<file path="src/rtl/uart_tx_fifo.sv">
// uart_tx_fifo: 8N1 UART transmitter fed by a small byte FIFO, back-to-back frames with no idle gap
module uart_tx_fifo #(
    parameter int FIFO_DEPTH = 4,
    parameter int DIV_W = 16
) (
    input  logic                          clock,
    input  logic                          resetb,
    input  logic                          enable,
    input  logic [DIV_W-1:0]              div,
    input  logic [7:0]                    tx_data,
    input  logic                          tx_valid,
    output logic                          tx_ready,
    output logic                          ser_tx,
    output logic                          busy,
    output logic                          tx_done,
    output logic [$clog2(FIFO_DEPTH):0]   fifo_level
);
    localparam int AW = $clog2(FIFO_DEPTH);
    localparam int LW = AW + 1;
    typedef enum logic [1:0] {IDLE, START, DATA, STOP} state_t;
    state_t state, state_n;
    logic [7:0] mem [FIFO_DEPTH];
    logic [AW-1:0] wr_ptr, rd_ptr;
    logic [7:0] shift, shift_n;
    logic [2:0] bit_cnt, bit_n;
    logic [DIV_W-1:0] cnt, cnt_n, per, per_n, div_m1;
    logic ser_n, done_n, push, pop, can_pop, last;
    assign tx_ready = fifo_level != LW'(FIFO_DEPTH);
    assign push = tx_valid && tx_ready;
    assign can_pop = enable && fifo_level != '0;
    assign busy = state != IDLE;
    // per holds P-1 so the maximum divisor never needs an extra bit
    assign div_m1 = (div == '0) ? '0 : div - DIV_W'(1);
    always_comb begin
        state_n = state;
        shift_n = shift;
        bit_n = bit_cnt;
        per_n = per;
        ser_n = ser_tx;
        last = state != IDLE && cnt == '0;
        cnt_n = (state == IDLE) ? cnt : last ? per : cnt - DIV_W'(1);
        case (state)
            START: if (last) begin
                state_n = DATA;
                bit_n = '0;
                ser_n = shift[0];
            end
            DATA: if (last) begin
                if (bit_cnt == 3'd7) begin
                    state_n = STOP;
                    ser_n = 1'b1;
                end else begin
                    bit_n = bit_cnt + 3'd1;
                    shift_n = {1'b0, shift[7:1]};
                    ser_n = shift[1];
                end
            end
            STOP: if (last) state_n = IDLE;
            default: ;
        endcase
        // a pop from IDLE or the final stop cycle starts the next frame directly
        pop = can_pop && (state == IDLE || (state == STOP && last));
        if (pop) begin
            state_n = START;
            shift_n = mem[rd_ptr];
            per_n = div_m1;
            cnt_n = div_m1;
            ser_n = 1'b0;
        end
        done_n = state_n == STOP && cnt_n == '0;
    end
    always_ff @(posedge clock or negedge resetb) begin
        if (!resetb) begin
            state <= IDLE;
            shift <= '0;
            bit_cnt <= '0;
            cnt <= '0;
            per <= '0;
            ser_tx <= 1'b1;
            tx_done <= 1'b0;
            wr_ptr <= '0;
            rd_ptr <= '0;
            fifo_level <= '0;
        end else begin
            state <= state_n;
            shift <= shift_n;
            bit_cnt <= bit_n;
            cnt <= cnt_n;
            per <= per_n;
            ser_tx <= ser_n;
            tx_done <= done_n;
            wr_ptr <= wr_ptr + AW'(push);
            rd_ptr <= rd_ptr + AW'(pop);
            fifo_level <= fifo_level + LW'(push) - LW'(pop);
        end
    end
    always_ff @(posedge clock)
        if (push) mem[wr_ptr] <= tx_data;
endmodule

</file>
<file path="config.mk">
export PLATFORM = sky130hd
export DESIGN_NAME = uart_tx_fifo
export DESIGN_NICKNAME = d
export VERILOG_FILES = /design/src/rtl/uart_tx_fifo.sv
export SDC_FILE = /design/constraint.sdc
export NUM_CORES = 1
export LEC_CHECK = 0
export BUFFER_PORTS_ARGS = -buffer_cell sky130_fd_sc_hd__clkbuf_2
export CAP_MARGIN = 20
export CORE_MARGIN = 2
export CORE_UTILIZATION = 45
export DETAILED_ROUTE_END_ITERATION = 8
export GPL_TIMING_DRIVEN = 0
export HOLD_SLACK_MARGIN = 0.05
export SLEW_MARGIN = 10
export SYNTH_ARGS = -nofsm -noshare
export SYNTH_HDL_FRONTEND = slang
export SYNTH_SLANG_ARGS = --single-unit
</file>
<file path="constraint.sdc">
create_clock -name clock -period 5 [get_ports clock]
set_input_delay 0.5 -clock clock [delete_from_list [all_inputs] [get_ports clock]]
set_output_delay 0.5 -clock clock [all_outputs]
set_load 0.01 [all_outputs]
</file>
==> metrics.log <==
[metrics] Total Die Area: 10470 sq um
[metrics] floorplan die width: 102.3 um
[metrics] starting density of the core: 46.64%
[metrics] most used flip-flop cell after synthesis: sky130_fd_sc_hd__dfrtp_1
[metrics] height of the die: 102.3 um
[metrics] largest fanout on the critical path: 11
[metrics] internal cell power: 1.081 mW
[metrics] Leakage Power: 1.919 nW
[metrics] number of input and output port buffers inserted: 34
[metrics] launching element type of the critical path: flop
[metrics] asr flop ratio synth: 62.79%
[metrics] cell family contributing the most delay on the critical path: simple AND/OR/NAND/NOR gates
[metrics] distinct cell type count after synthesis: 56
[metrics] first-pass detailed-route iteration total: 5
[metrics] critical path cell sequence: clkbuf_1, inv_1, ha_1, or4b_1, nor4_4, o21ai_2, inv_2, buf_1, ha_1, inv_1, ha_1, fa_1, xor2_1, xnor2_1
[metrics] switching part of the total power: 28.92%
[metrics] worst skew pair latency: 0.37 ns
[metrics] clock tree from TritonCTS: done
[metrics] min Tclk post-route: 4.121 ns
[metrics] number of cells on the worst reg-to-reg path: 14
[metrics] Final Cycle Share: 82.43%
[metrics] timing-limited maximum frequency: 242.6 MHz
[metrics] area of the mapped netlist: 4350 sq um
[metrics] Mapped Avg Cell Area: 10.82 sq um
[metrics] max-slew violation total from the final report: 0
[metrics] Area growth, synth to finish: 12.71%
[metrics] Worst-path clk slew: 0.10 ns
[metrics] via-per-instance ratio: 5.739
[metrics] HPWL Detailed: 7650 um
[metrics] RD Place Congestion: 0.9114
[metrics] count of final hold-check violations: 0
[metrics] kind of capture point of the worst setup path: flop
[metrics] H-tree levels: 3
[metrics] setup_tns: 0 ns
[metrics] end of the worst register-to-register path: fifo_level[2]
[metrics] Final Hold Slack: 0.2046 ns
[metrics] synthesized instance count: 402
[metrics] maximum ir drop on the vdd rail: 0.0001929 V
[metrics] drt initial violations: 238
[metrics] all-layer global routing usage: 21.72%
[metrics] total clock sinks: 86
[metrics] via count: 3346
[metrics] Most common cell on crit path: sky130_fd_sc_hd__ha_1
[metrics] hold buffer count at CTS: 0
[metrics] buffers inserted by post-CTS timing repair: 0
[metrics] P per Cell Area: 310.1 nW/um^2
[metrics] final layout net count: 488
[metrics] R2R Path Start: cnt[0]
[metrics] overflow left after global routing: 0
[metrics] total of max-cap violations: 0
[metrics] Total Wirelength: 10290 um
[metrics] fill cell total of the finished layout: 836
[metrics] sequential share of power: 56.1%
[metrics] number of antenna violations at the first check in global routing: 0
[metrics] Min-Delay Path Class: input port to asynchronous set/reset pin
[metrics] share of total power in the clock network: 32.6%
[metrics] CP max stage cell: sky130_fd_sc_hd__nor4_4
[metrics] master cell of the clock root buffer: sky130_fd_sc_hd__clkbuf_8
[metrics] worst endpoint data arrival time: 4.38 ns
[metrics] synthesized net count: 441
[metrics] synth warn: 0
[metrics] share of post-route cells with drive strength above 1: 16.52%
[metrics] area of the placeable core: 9328 sq um
[metrics] total setup violations reported at the end of the flow: 0
[metrics] Logic pwr share: 11.3%
[metrics] final clock skew: 0.007983 ns
[metrics] total clock buffers created by CTS: 9
[metrics] number of nets with antenna violations after detailed routing: 0
[metrics] number of buffers on the longest clock path: 2
[metrics] switching component of the power: 0.4398 mW
[metrics] RSZ-0062 raised after global routing: false
[metrics] Critical Path RT: 5.26 ns
[metrics] sequential area share after synthesis: 53.18%
[metrics] outcome: completed
[metrics] total number of placement rows: 35
[metrics] wire length per cell after detailed routing: 17.66 um
[metrics] wire length of the first global-routing pass: 17090 um
[metrics] number of resized instances in the post-cts repair step: 0
[metrics] category of the most critical setup path: flop to flop
[metrics] I/O Pins: 35
[metrics] slew of the pin with the lowest slew margin: 1.061 ns
[metrics] synthesis-stage register bit count: 86
[metrics] CP peak stage delay: 0.62 ns
[metrics] antenna diode instance count: 0
[metrics] number of flops mapped to enable cells by yosys: 32
[metrics] relative max-transition margin: 28.59%
[metrics] worst reg-to-reg setup slack: 0.88 ns
[metrics] detailed-route DRC error count: 0
[metrics] buffers and inverters on the worst path: 5
[metrics] pin count of the biggest net entering global routing: 55
[metrics] via count of the first global-routing pass: 3240
final cells by class:
class	instances	area (sq um)	area share, %
inverter	16	60.06	1.225
multi-input combinational	284	1919	39.14
timing repair buffer	36	182.7	3.725
clock inverter	7	80.08	1.633
clock buffer	9	123.9	2.526
buffer	16	62.56	1.276
tap	129	161.4	3.292
sequential	86	2313	47.18
through the flow:
stage | instance area, sq um | setup slack, ns | std cells | power (mW) | utilization [%]
floorplan | 4350 | 1.552 | 402 | 0.9585 | -
global placement | 4682 | 0.8816 | 565 | 1.033 | 50.19
detailed placement | 4700 | 0.8613 | 567 | 1.046 | 50.38
CTS | 4903 | 0.8382 | 583 | 1.534 | 52.57
global route | 4903 | 0.5810 | 583 | 1.596 | 52.57
finish | 4903 | 0.8786 | 583 | 1.521 | 52.57
cells by family (layout without fill, tap and decap cells):
logic type / after synthesis / count (layout) / share of synthesized area, %
AND/OR/NAND/NOR: 156 / 156 / 18.61
AO/OA/AOI/OAI: 87 / 87 / 13.37
flip-flops: 86 / 86 / 53.18
buffers and inverters: 32 / 84 / 2.819
XOR/XNOR: 19 / 19 / 3.825
adder cells (fa/ha/maj): 11 / 11 / 3.336
multiplexers: 11 / 11 / 4.860
metal layers:
metal	vias up	global-route usage (%)	wire [um]
met2	82	34.46	4867
met3	15	3.694	471
li1	1609	-	-
met1	1640	29.91	4758
met5	-	0	0
met4	0	8.718	195
worst max path at each step:
stage | startpoint | end | slack [ns] | cells after the start
3_5_place_dp | cnt[0] | fifo_level[2] | 0.86 | 14
5_1_grt | cnt[0] | fifo_level[2] | 0.58 | 14
4_1_cts | cnt[0] | fifo_level[2] | 0.84 | 14
3_3_place_gp | cnt[0] | fifo_level[2] | 0.88 | 14
2_1_floorplan | cnt[0] | fifo_level[2] | 1.55 | 14
6_report | cnt[0] | fifo_level[2] | 0.88 | 14
state kept, by name, indices dropped and copies added, names as in the netlist:
signal	count
shift	8
cnt	16
fifo_level	3
per	16
bit_cnt	3
tx_done	1
wr_ptr	2
mem	32
state	2
rd_ptr	2
ser_tx	1
cell usage in the layout, fill, tap and decap left out, drive strengths merged, types with 4 or more instances in the layout:
cell type | Yosys | routed
a21o | 8 | 8
a21oi | 10 | 10
a22oi | 8 | 8
buf | 3 | 5
clkbuf | 13 | 56
clkinv | 0 | 4
dfrtp | 53 | 53
edfxtp | 32 | 32
ha | 10 | 10
inv | 16 | 18
mux4 | 8 | 8
nand2 | 43 | 43
nand3 | 20 | 20
nand4 | 4 | 4
nor2 | 28 | 28
nor3 | 19 | 19
nor3b | 4 | 4
nor4 | 13 | 13
o21ai | 26 | 26
o22ai | 6 | 6
o32ai | 4 | 4
or4 | 9 | 9
or4b | 4 | 4
xnor2 | 14 | 14
xor2 | 5 | 5
power groups by stage:
stage / logic, mW / clock network (mW) / registers, mW
detailed placement: 0.178 / 0 / 0.868
CTS: 0.178 / 0.503 / 0.853
floorplan: 0.0971 / 0 / 0.861
global placement: 0.169 / 0 / 0.864
finish: 0.172 / 0.496 / 0.853
global route: 0.194 / 0.539 / 0.862
synth_stat cells, drive strengths merged, types with 2 or more instances:
cell	count	area share [%]
clkbuf	13	1.1
o21ai	26	3.1
nand4	4	0.58
o21a	3	0.52
mux2i	2	0.46
and3	2	0.29
nor3b	4	0.69
nand2	43	3.7
o221ai	2	0.40
ha	10	2.9
nand2b	3	0.43
o22ai	6	0.86
or3b	2	0.40
or4b	4	0.92
o311ai	2	0.40
nand3	20	2.3
mux4	8	4.1
buf	3	0.32
a21oi	10	1.2
edfxtp	32	22
nor3	19	2.2
xor2	5	1.0
or3	3	0.43
a31oi	3	0.43
nor4	13	2.4
dfrtp	53	30
a22oi	8	1.4
or4	9	1.6
a21o	8	1.4
nor2	28	2.4
xnor2	14	2.8
o32ai	4	0.81
inv	16	1.4
o31ai	3	0.52
a211oi	3	0.52
(Power assumes the default switching activity.)
